==> config.mk <==
export PLATFORM = sky130hd
export DESIGN_NAME = pc_updown_ctr
export DESIGN_NICKNAME = d
export VERILOG_FILES = /design/src/rtl/ctr_pkg.sv /design/src/rtl/pc_updown_ctr.sv
export SDC_FILE = /design/constraint.sdc
export NUM_CORES = 1
export LEC_CHECK = 0
export BUFFER_PORTS_ARGS = -buffer_cell sky130_fd_sc_hd__buf_4
export CAP_MARGIN = 20
export CORE_MARGIN = 8
export CORE_UTILIZATION = 51
export CTS_CLUSTER_DIAMETER = 40
export DETAILED_ROUTE_END_ITERATION = 16
export PLACE_DENSITY_LB_ADDON = 0.05
export SLEW_MARGIN = 5
export SYNTH_ARGS = -nofsm -noshare
export SYNTH_HDL_FRONTEND = slang
export SYNTH_SLANG_ARGS = --single-unit
==> constraint.sdc <==
create_clock -name clk -period 2.5 [get_ports clk]
set_input_delay 0.375 -clock clk [delete_from_list [all_inputs] [get_ports clk]]
set_output_delay 0.375 -clock clk [all_outputs]
set_load 0.05 [all_outputs]
==> src/rtl/ctr_pkg.sv <==
// Shared constants and types for the fetch-path program counter.
package ctr_pkg;

    localparam int CTR_WIDTH_DEFAULT = 10;

    localparam logic DIR_UP   = 1'b1;
    localparam logic DIR_DOWN = 1'b0;

    typedef logic [CTR_WIDTH_DEFAULT-1:0] ctr_t;

endpackage

==> src/rtl/pc_updown_ctr.sv <==
// Loadable up/down program counter with a registered wrap pulse.
module pc_updown_ctr
    import ctr_pkg::*;
#(
    parameter int               WIDTH   = CTR_WIDTH_DEFAULT,
    parameter logic [WIDTH-1:0] RST_VAL = '0
) (
    input  logic             clk,
    input  logic             rst,
    input  logic             en,
    input  logic             dir,
    input  logic             jmp,
    input  logic [WIDTH-1:0] jmpLoc,
    output logic [WIDTH-1:0] ctrOut,
    output logic             wrap
);

    localparam logic [WIDTH-1:0] ONE = WIDTH'(1);

    logic [WIDTH-1:0] ctr_nxt;
    logic             wrap_nxt;

    // Jump beats counting; wrap only flags a counting step across the boundary.
    always_comb begin
        ctr_nxt  = ctrOut;
        wrap_nxt = 1'b0;
        if (jmp) begin
            ctr_nxt = jmpLoc;
        end else if (en) begin
            if (dir == DIR_UP) begin
                ctr_nxt  = ctrOut + ONE;
                wrap_nxt = (ctrOut == '1);
            end else begin
                ctr_nxt  = ctrOut - ONE;
                wrap_nxt = (ctrOut == '0);
            end
        end
    end

    always_ff @(posedge clk or negedge rst) begin
        if (!rst) begin
            ctrOut <= RST_VAL;
            wrap   <= 1'b0;
        end else begin
            ctrOut <= ctr_nxt;
            wrap   <= wrap_nxt;
        end
    end

endmodule

==> flow_summary.yaml <==
cells_and_area:
  antenna_cells: 0
  fill_cells: 149
  area.growth.synth_to_final_pct: 26.65
  multi_input_area_um2: 616.8
  drive_above_1_share_pct: 25.19
  layout_commonest_cell: "buf_4"
  num-nets-final: 160
  final_cell_mix: "26 x buf_4, 11 x dfrtp_1, 9 x nand2_1"
  register_area_um2: 275.3
placement:
  gp_congestion: 0.9403
  port_buffers: 25
  hpwl_mm: 1.942
critical_path:
  required_ps: 2660
  endpoint_kind: "flip-flop"
  r2r-end: "ctrOut[8]"
  worst-r2r-setup-slack_ps: 360
  critPathSlowestCell: "dfrtp_1"
  worstSetupPathType: "reg2reg"
  cp_max_fo: 5
  crit_family: "compound AO/OA/AOI/OAI gates"
  r2r_cells: 7
  arrival_ps: 2310
  path_cells: "ha_1 -> nor2b_4 -> o31a_1 -> a311o_1 -> a21oi_2 -> mux2i_1 -> a221o_1"
  startpoint_type: "flip-flop"
  r2r-start: "ctrOut[2]"
  slowest_delay_ps: 430
  cp.buffers_inverters: 0
route:
  vias_per_cell: 5.938
  ant_nets: 0
  dr.first_iter.drc_count: 41
  drt-total-wl_mm: 2.523
  dr.pass1.iters: 4
  vias: 950
  drcViolationCount: 0
  wl_per_cell_um: 15.77
die:
  coreArea_mm2: 0.001727
  dieArea_mm2: 0.003445
  io_pins: 26
  rows: 15
  die_y_um: 58.70
  initial_core_util_pct: 53.84
  die_x_um: 58.70
cts:
  cts.sink_count: 11
  root_buffer: "clkbuf_4"
  holdBufCountCts: 1
  post_cts_buffers: 0
  path_clk_slew_ps: 70
  clk_latency_ps: 270
  cts_resized: 0
  numCtsBuffers: 3
  cts.path.max_buffers: 2
  cts_max_level: 1
  cts_tree: "done"
flow_run:
  maxCapViolations: 0
timing:
  hold_viol: 0
  relSlewSlack_pct: 74.92
  worst_slew_pin_slew_ps: 375.8
  fmax_ghz: 0.4664
  finalMaxSlewViolations: 0
  period_share_pct: 85.77
  post-route-min-period_ps: 2144
  setup_viol: 0
  skew_ps: 3.858
  rsz0062_at_grt: "no"
  tns_ps: 0
synth:
  synth_edf_count: 0
  yosys_warnings: 0
  synthCells: 108
  ys_top_cells_by_area: "dfrtp_1 30%, ha_1 11%, a21oi_1 4.3%, nand2_1 3.6%, mux2i_1 3.2%"
  yosys_register_bits: 11
  seq_area_frac_synth_pct: 29.61
  yosysTopAreaCell: "dfrtp_1"
  synth_nets: 132
  synthArstFlopShare_pct: 100.0
  ys_types: 37
  yosysTopAreaCellShare_pct: 29.61
  syn_area_um2: 929.6
  syn_area_per_cell_um2: 8.608
  synthFlopType: "dfrtp_1"
pwr:
  ir_drop_mv: 0.4175
  power.density_mw_per_mm2: 673.8
  p_total_w: 0.0007933
  p_leak_nw: 0.5615
global_routing:
  grt_max_degree: 24
  gr-usage-all-layers_pct: 15.62
  gr-total-overflow: 0
  grt_pass1_vias: 880
  grt_antenna_before_repair: 0
  grt_pass1_wl_mm: 4.160
min_path:
  min-delay-start: "jmpLoc[5]"
  hold_path.class: "in2reg"
  whs_endpoint: "ctrOut[5]"
  hold-path-cell-count: 3
run_status:
  outcome: "complete, no violations"
-- worst max path at each step --
| stage | startpoint | endpoint | cells after the start |
|---|---|---|---|
| global placement | dir | ctrOut[8] | 9 |
| CTS | ctrOut[2] | ctrOut[8] | 7 |
| finish | ctrOut[2] | ctrOut[8] | 7 |
| detailed placement | dir | ctrOut[8] | 9 |
| global route | ctrOut[2] | ctrOut[8] | 7 |
| floorplan | ctrOut[2] | ctrOut[8] | 7 |
-- cells in the mapped netlist, drive strengths merged (2+ instances only) --
cell    instances
xnor2           3
nand3           2
nor4            2
a21oi           9
a211oi          2
nor2            6
dfrtp          11
nand4           4
inv             6
nor3            5
mux2i           3
ha              8
nand2           9
o21ai           6
a21o            4
a31oi           2
a22oi           2
clkbuf          4
nor2b           3
or3             2
-- through the flow --
stage | instances | setup slack (ps) | cell area [um2] | hold WS (ps) | util, %
after detailed placement | 155 | 187.1 | 1141 | 218.6 | 66.09
after global placement | 155 | 228.7 | 1141 | 218.9 | 66.09
after global routing | 160 | 241.1 | 1177 | 310.4 | 68.19
final | 160 | 355.7 | 1177 | 304.8 | 68.19
after floorplan | 108 | 155.3 | 929.6 | 79.41 | -
after CTS | 160 | 357.4 | 1177 | 301.3 | 68.19
-- area by class of cell --
type	instances	share of cell area [%]
Sequential cell	11	23.38
Clock buffer	4	2.232
Timing Repair Buffer	27	17.43
Tap cell	25	2.657
Inverter	6	1.913
Multi-Input combinational cell	87	52.39
-- registers in the layout, indices dropped and copies added, names as in the netlist --
signal and count:
ctrOut 10, wrap 1
-- worst reg2reg max path: stages (launching register included) --
cell and delay [ps]:
dfrtp_1 430, ha_1 350, nor2b_4 150, o31a_1 260, a311o_1 370, a21oi_2 150, mux2i_1 80, a221o_1 250
-- layer usage --
layer | GRT usage (%) | vias up | share of wire (%)
li1 | - | 458 | -
met1 | 20.66 | 439 | 46
met2 | 23.46 | 44 | 45
met3 | 3.913 | 9 | 7.4
met4 | 6.485 | 0 | 2.0
met5 | 0 | - | 0
-- power by group --
group	switching [W]	internal (W)	total, W
sequential	0.0000450	0.000204	0.000249
combinational	0.000251	0.000168	0.000420
clock	0.0000625	0.0000618	0.000124
total	0.000359	0.000435	0.000793
-- logic make-up (layout without fill, tap and decap cells) --
group           count (synthesis)  count (layout)  synth area share [%]
compound gates                 34              34                 24.77
xor+xnor                        4               4                 3.769
fa+ha+maj                       9               9                 12.92
flops                          11              11                 29.61
buf+inv                        10              37                 4.037
mux                             4               4                 4.441
simple gates                   36              36                 20.46
Power figures use the tool's default switching activity.
